$ cat src/rtl/fetch_sequencer_if.sv
// ============================================================================
// Module   : fetch_sequencer_if
// Brief    : PC-register, instruction-memory and issue signals between the
//            fetch sequencer and its neighbours.
// Revision : 1.0 - initial release
// ============================================================================
`default_nettype none

interface fetch_sequencer_if #(
  parameter int WIDTH = 12
);
  logic             stall;
  logic             jumpEn;
  logic [WIDTH-1:0] jumpAddr;
  logic             endOp;
  logic [WIDTH-1:0] pcIn;
  logic             pcWrEn;
  logic             pcIncEn;
  logic [WIDTH-1:0] pcDataOut;
  logic             imemRdEn;
  logic [WIDTH-1:0] imemAddr;
  logic             instrValid;

  modport master (
    input  stall, jumpEn, jumpAddr, endOp, pcIn,
    output pcWrEn, pcIncEn, pcDataOut, imemRdEn, imemAddr, instrValid
  );

  modport slave (
    output stall, jumpEn, jumpAddr, endOp, pcIn,
    input  pcWrEn, pcIncEn, pcDataOut, imemRdEn, imemAddr, instrValid
  );
endinterface

`default_nettype wire

$ cat src/rtl/fetch_sequencer.sv
// ============================================================================
// Module   : fetch_sequencer
// Brief    : Sequences PC load/increment/jump and instruction-memory reads,
//            presenting each word to decode after a fixed memory latency.
//            Optional macro FETCH_INSTR_COUNT_EN adds the instrCount output.
// Revision : 1.0 - initial release
// ============================================================================
`default_nettype none

module fetch_sequencer #(
  parameter int               WIDTH       = 12,
  parameter int               MEM_LATENCY = 2,
  parameter logic [WIDTH-1:0] START_ADDR  = '0
) (
  input  wire logic        clk,
  input  wire logic        rstN,
  input  wire logic        start,
  output logic             busy,
  output logic             done,
`ifdef FETCH_INSTR_COUNT_EN
  output logic [15:0]      instrCount,
`endif
  fetch_sequencer_if.master bus
);

  typedef enum logic [2:0] {
    S_IDLE  = 3'd0,
    S_LOAD  = 3'd1,
    S_FETCH = 3'd2,
    S_WAIT  = 3'd3,
    S_ISSUE = 3'd4,
    S_DONE  = 3'd5
  } state_t;

  // WAIT lasts MEM_LATENCY-1 cycles, so the counter starts at MEM_LATENCY-2.
  localparam logic [1:0] c_WAIT_LOAD = (MEM_LATENCY >= 2) ? 2'(MEM_LATENCY - 2) : 2'd0;

  state_t     r_state;
  logic [1:0] r_waitCnt;

  always_ff @(posedge clk or negedge rstN) begin
    if (!rstN) begin
      r_state   <= S_IDLE;
      r_waitCnt <= 2'd0;
    end else begin
      case (r_state)
        S_IDLE:  if (start) r_state <= S_LOAD;
        S_LOAD:  r_state <= S_FETCH;
        S_FETCH: begin
          if (MEM_LATENCY == 1) begin
            r_state <= S_ISSUE;
          end else begin
            r_waitCnt <= c_WAIT_LOAD;
            r_state   <= S_WAIT;
          end
        end
        S_WAIT: begin
          if (r_waitCnt == 2'd0) r_state <= S_ISSUE;
          else                   r_waitCnt <= r_waitCnt - 2'd1;
        end
        S_ISSUE: begin
          if (bus.endOp)      r_state <= S_DONE;
          else if (!bus.stall) r_state <= S_FETCH;
        end
        S_DONE:  if (start) r_state <= S_LOAD;
        default: r_state <= S_IDLE;
      endcase
    end
  end

  always_comb begin
    bus.pcWrEn     = 1'b0;
    bus.pcIncEn    = 1'b0;
    bus.pcDataOut  = '0;
    bus.imemRdEn   = 1'b0;
    bus.imemAddr   = '0;
    bus.instrValid = 1'b0;
    busy           = 1'b0;
    done           = 1'b0;
    case (r_state)
      S_LOAD: begin
        busy          = 1'b1;
        bus.pcWrEn    = 1'b1;
        bus.pcDataOut = START_ADDR;
      end
      S_FETCH: begin
        busy         = 1'b1;
        bus.imemRdEn = 1'b1;
        bus.imemAddr = bus.pcIn;
      end
      S_WAIT: begin
        busy         = 1'b1;
        bus.imemAddr = bus.pcIn;
      end
      S_ISSUE: begin
        busy           = 1'b1;
        bus.instrValid = 1'b1;
        bus.imemAddr   = bus.pcIn;
        // endOp outranks stall, which outranks the jump/increment choice.
        if (!bus.endOp && !bus.stall) begin
          if (bus.jumpEn) begin
            bus.pcWrEn    = 1'b1;
            bus.pcDataOut = bus.jumpAddr;
          end else begin
            bus.pcIncEn = 1'b1;
          end
        end
      end
      S_DONE:  done = 1'b1;
      default: ;
    endcase
  end

`ifdef FETCH_INSTR_COUNT_EN
  logic [15:0] r_instrCount;
  logic        w_issueLeaves;
  logic        w_startAccepted;

  assign w_issueLeaves   = (r_state == S_ISSUE) && (bus.endOp || !bus.stall);
  assign w_startAccepted = ((r_state == S_IDLE) || (r_state == S_DONE)) && start;
  assign instrCount      = r_instrCount;

  always_ff @(posedge clk or negedge rstN) begin
    if (!rstN) begin
      r_instrCount <= 16'd0;
    end else if (w_startAccepted) begin
      r_instrCount <= 16'd0;
    end else if (w_issueLeaves && (r_instrCount != 16'hFFFF)) begin
      r_instrCount <= r_instrCount + 16'd1;
    end
  end
`endif

endmodule

`default_nettype wire

$ cat src/flat_wrapper.sv
// flat-port wrapper written by rule: the top's interface ports become plain ports
module fetch_sequencer_flat 
#(
  parameter int               WIDTH       = 12,
  parameter int               MEM_LATENCY = 2,
  parameter logic [WIDTH-1:0] START_ADDR  = '0
)
  (clk, rstN, start, busy, done, bus_stall, bus_jumpEn, bus_jumpAddr, bus_endOp, bus_pcIn, bus_pcWrEn, bus_pcIncEn, bus_pcDataOut, bus_imemRdEn, bus_imemAddr, bus_instrValid);
  fetch_sequencer_if #(.WIDTH(WIDTH)) bus_i ();
  input  wire logic clk;
  input  wire logic rstN;
  input  wire logic start;
  output logic busy;
  output logic done;
  input wire logic [$bits(bus_i.stall)-1:0] bus_stall;
  input wire logic [$bits(bus_i.jumpEn)-1:0] bus_jumpEn;
  input wire logic [$bits(bus_i.jumpAddr)-1:0] bus_jumpAddr;
  input wire logic [$bits(bus_i.endOp)-1:0] bus_endOp;
  input wire logic [$bits(bus_i.pcIn)-1:0] bus_pcIn;
  output wire logic [$bits(bus_i.pcWrEn)-1:0] bus_pcWrEn;
  output wire logic [$bits(bus_i.pcIncEn)-1:0] bus_pcIncEn;
  output wire logic [$bits(bus_i.pcDataOut)-1:0] bus_pcDataOut;
  output wire logic [$bits(bus_i.imemRdEn)-1:0] bus_imemRdEn;
  output wire logic [$bits(bus_i.imemAddr)-1:0] bus_imemAddr;
  output wire logic [$bits(bus_i.instrValid)-1:0] bus_instrValid;
  assign bus_i.stall = bus_stall;
  assign bus_i.jumpEn = bus_jumpEn;
  assign bus_i.jumpAddr = bus_jumpAddr;
  assign bus_i.endOp = bus_endOp;
  assign bus_i.pcIn = bus_pcIn;
  assign bus_pcWrEn = bus_i.pcWrEn;
  assign bus_pcIncEn = bus_i.pcIncEn;
  assign bus_pcDataOut = bus_i.pcDataOut;
  assign bus_imemRdEn = bus_i.imemRdEn;
  assign bus_imemAddr = bus_i.imemAddr;
  assign bus_instrValid = bus_i.instrValid;
  fetch_sequencer #(.WIDTH(WIDTH), .MEM_LATENCY(MEM_LATENCY), .START_ADDR(START_ADDR)) u_core (.clk(clk), .rstN(rstN), .start(start), .busy(busy), .done(done), .bus(bus_i));
endmodule
$ cat config.mk
export PLATFORM = sky130hd
export DESIGN_NAME = fetch_sequencer_flat
export DESIGN_NICKNAME = d
export VERILOG_FILES = /design/src/rtl/fetch_sequencer_if.sv /design/src/rtl/fetch_sequencer.sv /design/src/flat_wrapper.sv
export SDC_FILE = /design/constraint.sdc
export NUM_CORES = 1
export LEC_CHECK = 0
export CAP_MARGIN = 25
export CORE_MARGIN = 10
export CORE_UTILIZATION = 25
export CTS_BUF_LIST = sky130_fd_sc_hd__clkbuf_8
export DETAILED_ROUTE_END_ITERATION = 8
export PLACE_DENSITY = 0.81
export SETUP_SLACK_MARGIN = 0.05
export SYNTH_ARGS = -nofsm -noshare
export SYNTH_HDL_FRONTEND = slang
export SYNTH_SLANG_ARGS = --single-unit
$ cat constraint.sdc
create_clock -name clk -period 1.3 [get_ports clk]
set_input_delay 0.26 -clock clk [delete_from_list [all_inputs] [get_ports clk]]
set_output_delay 0.26 -clock clk [all_outputs]
set_load 0.005 [all_outputs]
# After elaboration in Yosys (flattened, before gate mapping)
# Cells that the tools add are included.
[totals]
input_bits = 30
elab_cells = 44
ff_bits = 5
out_inout_bits = 30
[op_classes]
mux = 21
eq_ne = 9
n_reduce_logical = 11
n_addsub = 1
[ops]
columns = ["cell", "count"]
rows = [
  ["$mux 12", 4],
  ["$pmux 3 s5", 1],
  ["$mux 3", 4],
  ["$mux 1", 9],
  ["$eq 3x2->1 const B", 2],
  ["$eq 3x3->1 const B", 2],
  ["$ne 2x1->1 const B", 2],
  ["$pmux 2 s2", 1],
  ["$reduce_or 4->1", 1],
  ["$eq 3x1->1 const B", 1],
  ["$logic_not 3->1", 1],
  ["$ne 3x3->1 const B", 1],
  ["$reduce_and 3->1", 1],
  ["$reduce_or 3->1", 1],
  ["$logic_not 1->1", 2],
  ["$logic_not 2->1", 1],
  ["$mux 2", 1],
  ["$ne 2x2->1 const B", 1],
  ["$pmux 1 s2", 1],
  ["$reduce_and 2->1", 1],
  ["$reduce_bool 2->1", 1],
  ["$reduce_or 2->1", 1],
  ["$sub 2x1->2 const B", 1],
  ["$logic_and 1x1->1", 1],
]

# Longest topological paths before layout
# Gate-level depths: netlist of the first run.
[depth]
depth_word = 4
mapped_depth = 5
mapped_depth_nobuf = 5

# Worst setup path after synthesis of the first run
# No wires, ideal clock.
[synth_path]
kind = "register -> output"
start = "register u_core.r_state[2]"
end = "output port bus_pcDataOut[10]"
arrival_ps = 1148
stages_incl_launch_ff = 6
required_time_ps = 1040
n_path_buf = 2
slack_ps = -108
path_cell_list = "dfrtp_1 buf_6 nor3b_4 and3_4 buf_6 and2_2"
[synth_via]
elab_chain_len = 2
[synth_rtl]
columns = ["item", "line_no", "rtl"]
rows = [
  ["start: declaration", "fetch_sequencer.sv:38", "state_t r_state;"],
  ["start signal: assignment", "fetch_sequencer.sv:43", "r_state <= S_IDLE;"],
  ["start signal: assignment", "fetch_sequencer.sv:47", "S_IDLE: if (start) r_state <= S_LOAD;"],
  ["start signal: assignment", "fetch_sequencer.sv:48", "S_LOAD: r_state <= S_FETCH;"],
  ["$eq 3x3->1", "fetch_sequencer.sv:80", "case (r_state)"],
  ["$mux 12", "fetch_sequencer.sv:80", ""],
  ["end: declaration", "flat_wrapper.sv:22", "output wire logic [$bits(bus_i.pcDataOut)-1:0] bus_pcDataOut;"],
]
# Every way passes these cells.

# Final worst setup path of the first run
[layout_path]
start = "input port bus_stall"
end = "output port bus_pcDataOut[10]"
[layout_via]
elab_chain_len = 4
[layout_rtl]
columns = ["item", "line_no", "rtl"]
rows = [
  ["start: declaration", "flat_wrapper.sv:15", "input wire logic [$bits(bus_i.stall)-1:0] bus_stall;"],
  ["$logic_not 1->1", "-", ""],
  ["$logic_and 1x1->1", "fetch_sequencer.sv:100", "if (!bus.endOp && !bus.stall) begin"],
  ["$mux 12", "fetch_sequencer.sv:100", ""],
  ["$mux 12", "fetch_sequencer.sv:80", ""],
]
# Every way passes these cells.

==> results.md, run 1 <==
- Reg-to-Reg Start: u_core.r_state[1]
- RSZ-0062 raised after global routing: true
- Worst-margin pin slew: 303 ps
- Area Overhead vs Synth: 155%
- I/O pins: 60
- Type of element launching the critical path: primary input
- Number of synthesized flops with an enable pin: 0
- Placed cell count: 157
- Grt total ovfl: 0
- Ys flop type: dfrtp_1
- Highest Clock Rate: 0.544 GHz
- Die W: 66.0 um
- Status: finished with violations
- Clock latency on the worst-skew pair: 220 ps
- Worst setup margin: -539 ps
- Clock Tree Buf Depth: 2
- CP Buf/Inv Count: 4
- Crit-path cells: clkdlybuf4s50_1, nor2_1, and3_4, buf_6, buf_6, and2_4, buf_6
- Total Die Area: 4360 um2
- CP peak stage delay: 440 ps
- Worst VDD drop: 1.06 mV
- Num rows: 16
- FF-to-FF End: u_core.r_waitCnt[1]
- Routability cong.: 0.779
- Power per cell area: 1490 nW/um2
- Max_cap viols: 0
- Final Instance Count excl. Fillers: 179
- Cells after Synth: 67
- Max_slew headroom: 0.796
- Initial drt markers: 22
- Clock Sinks: 5
- Inserted Clock Buffers: 3
- CP top delay family: buffers and inverters
- Area contributors post-synth: dfrtp_1, nor2b_1, and2_1
- CP most frequent cell: buf_6
- Via count: 794
- Commonest non-fill, non-tap cells in the layout: clkdlybuf4s50_1, buf_2, buf_4
- Final wirelength: 2.94 mm
- Fin Clk Skew: 3.87 ps
- Crit path time final: 1840 ps
- Met2 wire len: 1.57 mm
- Final period util: 1.41
- Crit path depth: 7
- Die Y: 66.0 um
- First-pass GRT wire length: 4.52 mm
- DRT antenna net count: 0
- Final Util: 0.680
- Buffers added on ports: 59
- Total power: 2.00 mW
- Final hold violations: 0
- Core footprint: 1980 um2
- HP Class: primary input to async pin
- # fillers: 156
- TritonCTS clock tree: built
- Pin count of the biggest net entering global routing: 11
- Worst EP arrival: 1580 ps
- Static Leak: 0.681 nW
- Max Transition Viols Final: 0
- Final net count: 184
- R2R depth: 6
- Distinct cells, synth: 27
- Final setup viols: 35
- Wirelength per Cell: 16.4 um
- Ys async rst share: 1.00
- Drt pass-1 iters: 3
- Worst Path Max Fanout: 3
- Pre-CTS setup slack: -735 ps
- # DRC: 0
- Post-synth top area share: 0.236
- Via density: 4.44
- FF-to-FF setup slack: -50 ps
- Slowest cell on the critical path: clkdlybuf4s50_1
- Most common cell after layout, fill and taps aside: clkdlybuf4s50_1
- CP Class: primary input to primary output
- Post-DP HPWL: 2.15 mm
- Inserted Diodes: 0
- H-tree lvl count: 1
- Met3 wire len: 263 um
- Share of cells above drive strength 1: 0.500
- Worst-path clk slew: 40 ps
- Vias in the first global route: 867
- Sequential share of the synthesized area: 0.236
- Root Buffer Master: clkbuf_8
- Violated checks: negative setup slack
- Synthesized area per cell: 7.90 um2
- CTS Hold Bufs: 0
- Post-synth design cell area: 529 um2
- Critical Path RT: 1040 ps
- M1 WL: 1.04 mm
- Top sig layer: met4
- Crit end category: primary output
- Initial antenna violation count: 0
- Synth Register Bits: 5
- WHS: 259 ps
- Post-synth net total: 98
- Starting density of the core: 0.267
- Synth area leader: dfrtp_1
- Synth Warn #: 0
- Gr usage total: 0.135
-- cells in the mapped netlist, types with 2 or more instances --
cell / n
a21o_1: 2
and2_1: 11
and2_2: 2
buf_2: 2
buf_6: 2
dfrtp_1: 5
inv_1: 2
nand2_1: 2
nor2_1: 6
nor2b_1: 12
o21ai_0: 5
-- state kept, by name (all words and copies together), names as in the netlist --
name and flops:
u_core.r_state 3, u_core.r_waitCnt 2
-- final cells by class --
class / count / area [um2] / area share
sequential: 5 / 125 / 0.0929
inverter: 2 / 7.51 / 0.00557
multi-input combinational: 57 / 440 / 0.327
tap: 27 / 33.8 / 0.0251
clock buffer: 3 / 41.3 / 0.0306
timing repair buffer: 84 / 696 / 0.516
clock inverter: 1 / 3.75 / 0.00279
-- metal layers --
| metal | vias up | GRT usage |
|---|---|---|
| li1 | 391 | - |
| met1 | 363 | 0.123 |
| met2 | 34 | 0.260 |
| met3 | 6 | 0.0610 |
| met4 | 0 | 0.0445 |
| met5 | - | 0 |
-- power by group --
part           leakage [nW]  switching [mW]  total [mW]  internal (mW)
Sequential           0.0648          0.0371       0.240          0.203
Combinational         0.589           0.649        1.49          0.841
Clock                0.0269          0.0711       0.273          0.202
Total                 0.681           0.758        2.00           1.25
-- cells by family after synthesis --
| logic type | after synthesis | share of synthesized area |
|---|---|---|
| xor+xnor | 1 | 0.0166 |
| buf+inv | 7 | 0.0827 |
| compound gates | 11 | 0.130 |
| flops | 5 | 0.236 |
| fa+ha+maj | 1 | 0.0236 |
| simple gates | 42 | 0.511 |
-- metrics by stage --
stage                     instance area (um2)  TNS (ps)
after floorplan                           534     -1650
after detailed placement                 1190    -18930
after CTS                                1290    -11250
final                                    1350    -11810
after global routing                     1350    -13960
after global placement                   1190    -17480
-- worst max path at each step --
stage,slack (ps),from,end
2_1_floorplan,-100,u_core.r_state[2],bus_pcDataOut[2]
3_3_place_gp,-670,bus_stall,bus_pcDataOut[3]
3_5_place_dp,-730,bus_endOp,bus_pcDataOut[3]
4_1_cts,-500,u_core.r_state[1],bus_pcDataOut[3]
5_1_grt,-570,u_core.r_state[0],bus_pcDataOut[6]
6_report,-540,bus_stall,bus_pcDataOut[10]
-- worst reg2reg max path: cells and delay by family, from the launching register on --
family	cells	cell delay, ps
buffers and inverters	3	430
flip-flops	1	400
AND/OR/NAND/NOR	2	330
AO/OA/AOI/OAI	1	70
-- what timing repair did --
item	4_1_cts	5_1_grt
setup buffers	12	4
gates resized for setup	144	9
pin swaps	12	3
cloned	2	0
endpoints found under the setup margin	31	35
Power figures use the tool's default switching activity.
==> run 2, diff against run 1 <==
- PLACE_DENSITY: 0.81 -> 0.89
==> run 2 against run 1 <==
The flow still finishes with violations (negative setup slack). Worst setup slack worse by 49 ps. Critical path depth unchanged. Largest cell class unchanged. Non-clock buffer count up 6. Final area up 13%. Critical path type unchanged. Clock-buffer cell count unchanged. Power up 27%. First-iteration DRC count up 55%. Via count up 11%. Maximum frequency down 2.6%.
==> results.md, run 2 (same netlist as run 1, synthesis figures left out) <==
- Status: finished with violations
- Violated checks: negative setup slack
- Root Buffer Master: clkbuf_8
- Inserted Diodes: 0 (unchanged)
- Final Util: 0.770 (+0.0896)
- Initial antenna violation count: 0 (unchanged)
- Via count: 881 (+11%)
- Clock Tree Buf Depth: 2 (unchanged)
- Met3 Use GR: 0.0542 (-0.00678)
- Top reg by flops: u_core.r_state
- Crit path time final: 1890 ps (+49.4 ps)
- Post-DP HPWL: 2.17 mm (+1.1%)
- Clock Sinks: 5 (unchanged)
- Static Leak: 0.757 nW (+11%)
- Buffers added on ports: 59 (unchanged)
- HP Class: primary input to async pin
- H-tree lvl count: 1 (unchanged)
- Power per cell area: 1670 nW/um2 (+12%)
- Pin count of the biggest net entering global routing: 11 (unchanged)
- Met1 Use GR: 0.127 (+0.00487)
- FF-to-FF setup slack: -50 ps (about the same)
- Highest Clock Rate: 0.530 GHz (-2.6%)
- Busiest layer in global routing: met2
- Top flop regs: u_core.r_state: 3 flops, u_core.r_waitCnt: 2 flops
- Routability cong.: 0.862 (+11%)
- Crit end category: primary output
- # DRC: 0 (unchanged)
- Drt pass-1 iters: 4 (+1)
- Inserted Clock Buffers: 3 (unchanged)
- Final wirelength: 3.59 mm (+22%)
- Area after DPL: 1190 um2 (unchanged)
- Max_slew headroom: 0.802 (+0.00689)
- Total Die Area: 4360 um2 (unchanged)
- RSZ-0062 raised after global routing: true
- Final period util: 1.45 (+0.0380)
- I/O pins: 60 (unchanged)
- Fin Clk Skew: 0.931 ps (-2.94 ps)
- GR Util met2: 0.262 (+0.00242)
- First-pass GRT wire length: 4.72 mm (+4.4%)
- FF-to-FF End: u_core.r_state[1]
- Grt total ovfl: 0 (unchanged)
- Die W: 66.0 um (unchanged)
- Total power: 2.55 mW (+27%)
- Max Transition Viols Final: 0 (unchanged)
- WHS: 264 ps (+4.77 ps)
- Commonest non-fill, non-tap cells in the layout: clkdlybuf4s50_1, buf_6, buf_2
- Initial drt markers: 34 (+55%)
- Area Overhead vs Synth: 188%
- Worst Path Max Fanout: 3 (unchanged)
- Max_cap viols: 0 (unchanged)
- Vias in the first global route: 914 (+5.4%)
- Share of cells above drive strength 1: 0.599 (+0.0987)
- Max reg flops: 3 (unchanged)
- Final Instance Area: 1530 um2 (+13%)
- Final hold violations: 0 (unchanged)
- Type of element launching the critical path: primary input
- Gr usage total: 0.141 (+0.00516)
- TritonCTS clock tree: built
- Clock latency on the worst-skew pair: 220 ps (about the same)
- Wirelength per Cell: 19.5 um (+19%)
- R2R depth: 7 (+1)
- Num rows: 16 (unchanged)
- Setup TNS: -13450 ps (-1630 ps)
- Via density: 4.79 (+7.9%)
- Final Instance Count excl. Fillers: 184 (+2.8%)
- Die Y: 66.0 um (unchanged)
- Core footprint: 1980 um2 (unchanged)
- Worst VDD drop: 1.38 mV (+30%)
- DRT antenna net count: 0 (unchanged)
- Critical Path RT: 1040 ps (about the same)
- Worst-margin pin slew: 292 ps (-10.2 ps)
- Placed cell count: 157 (unchanged)
- Pre-CTS setup slack: -716 ps (+18.2 ps)
- Reg-to-Reg Start: u_core.r_state[1]
- CP Class: primary input to primary output
- Final setup viols: 32 (-8.6%)
- Starting density of the core: 0.267 (unchanged)
- Final net count: 189 (+2.7%)
- Worst-path clk slew: 30 ps (about the same)
- Worst setup margin: -588 ps (-49.4 ps)
- Worst EP arrival: 1630 ps (+50 ps)
[run 2: layout make-up]
cell class | instances | area [um2]
Clock buffer | 3 | 41.3
Clock inverter | 1 | 3.75
Fill cell | 121 | 457
Inverter | 2 | 7.51
Multi-Input combinational cell | 56 | 494
Sequential cell | 5 | 125
Tap cell | 27 | 33.8
Timing Repair Buffer | 90 | 820
[run 2: timing repair]
action	4_1_cts	5_1_grt
pin swaps	12	5
buffers inserted	16	10
endpoints found under the setup margin	31	35
hold buffers	0	0
gates resized for setup	150	42
gates cloned	1	0
[run 2: routing by layer]
layer / part of all wire / vias to the layer above
met2: 0.53 / 47
met1: 0.35 / 417
met4: 0.044 / 0
met5: 0 / -
li1: - / 402
met3: 0.071 / 15
[run 2: report_power, final]
| group | switching [mW] | internal [mW] | leakage [nW] | total [mW] |
|---|---|---|---|---|
| clock | 0.0770 | 0.202 | 0.0269 | 0.279 |
| sequential | 0.0496 | 0.203 | 0.0648 | 0.252 |
| combinational | 0.854 | 1.17 | 0.666 | 2.02 |
[run 2: worst max path at each step]
stage                       from                end  slack [ps]  depth (start not counted)
5_1_grt                bus_stall  bus_pcDataOut[10]        -670                          7
4_1_cts        u_core.r_state[1]   bus_pcDataOut[5]        -510                          7
3_3_place_gp           bus_endOp   bus_pcDataOut[4]        -660                          5
2_1_floorplan  u_core.r_state[2]   bus_pcDataOut[2]        -100                          5
6_report               bus_stall  bus_pcDataOut[10]        -590                          7
3_5_place_dp   u_core.r_state[1]    bus_imemAddr[4]        -720                          4
[run 2: critical path, stage by stage]
cell	delay, ps
clkdlybuf4s50_1	430
nor2_1	270
and3_4	250
buf_6	100
buf_6	90
and2_4	130
buf_6	80
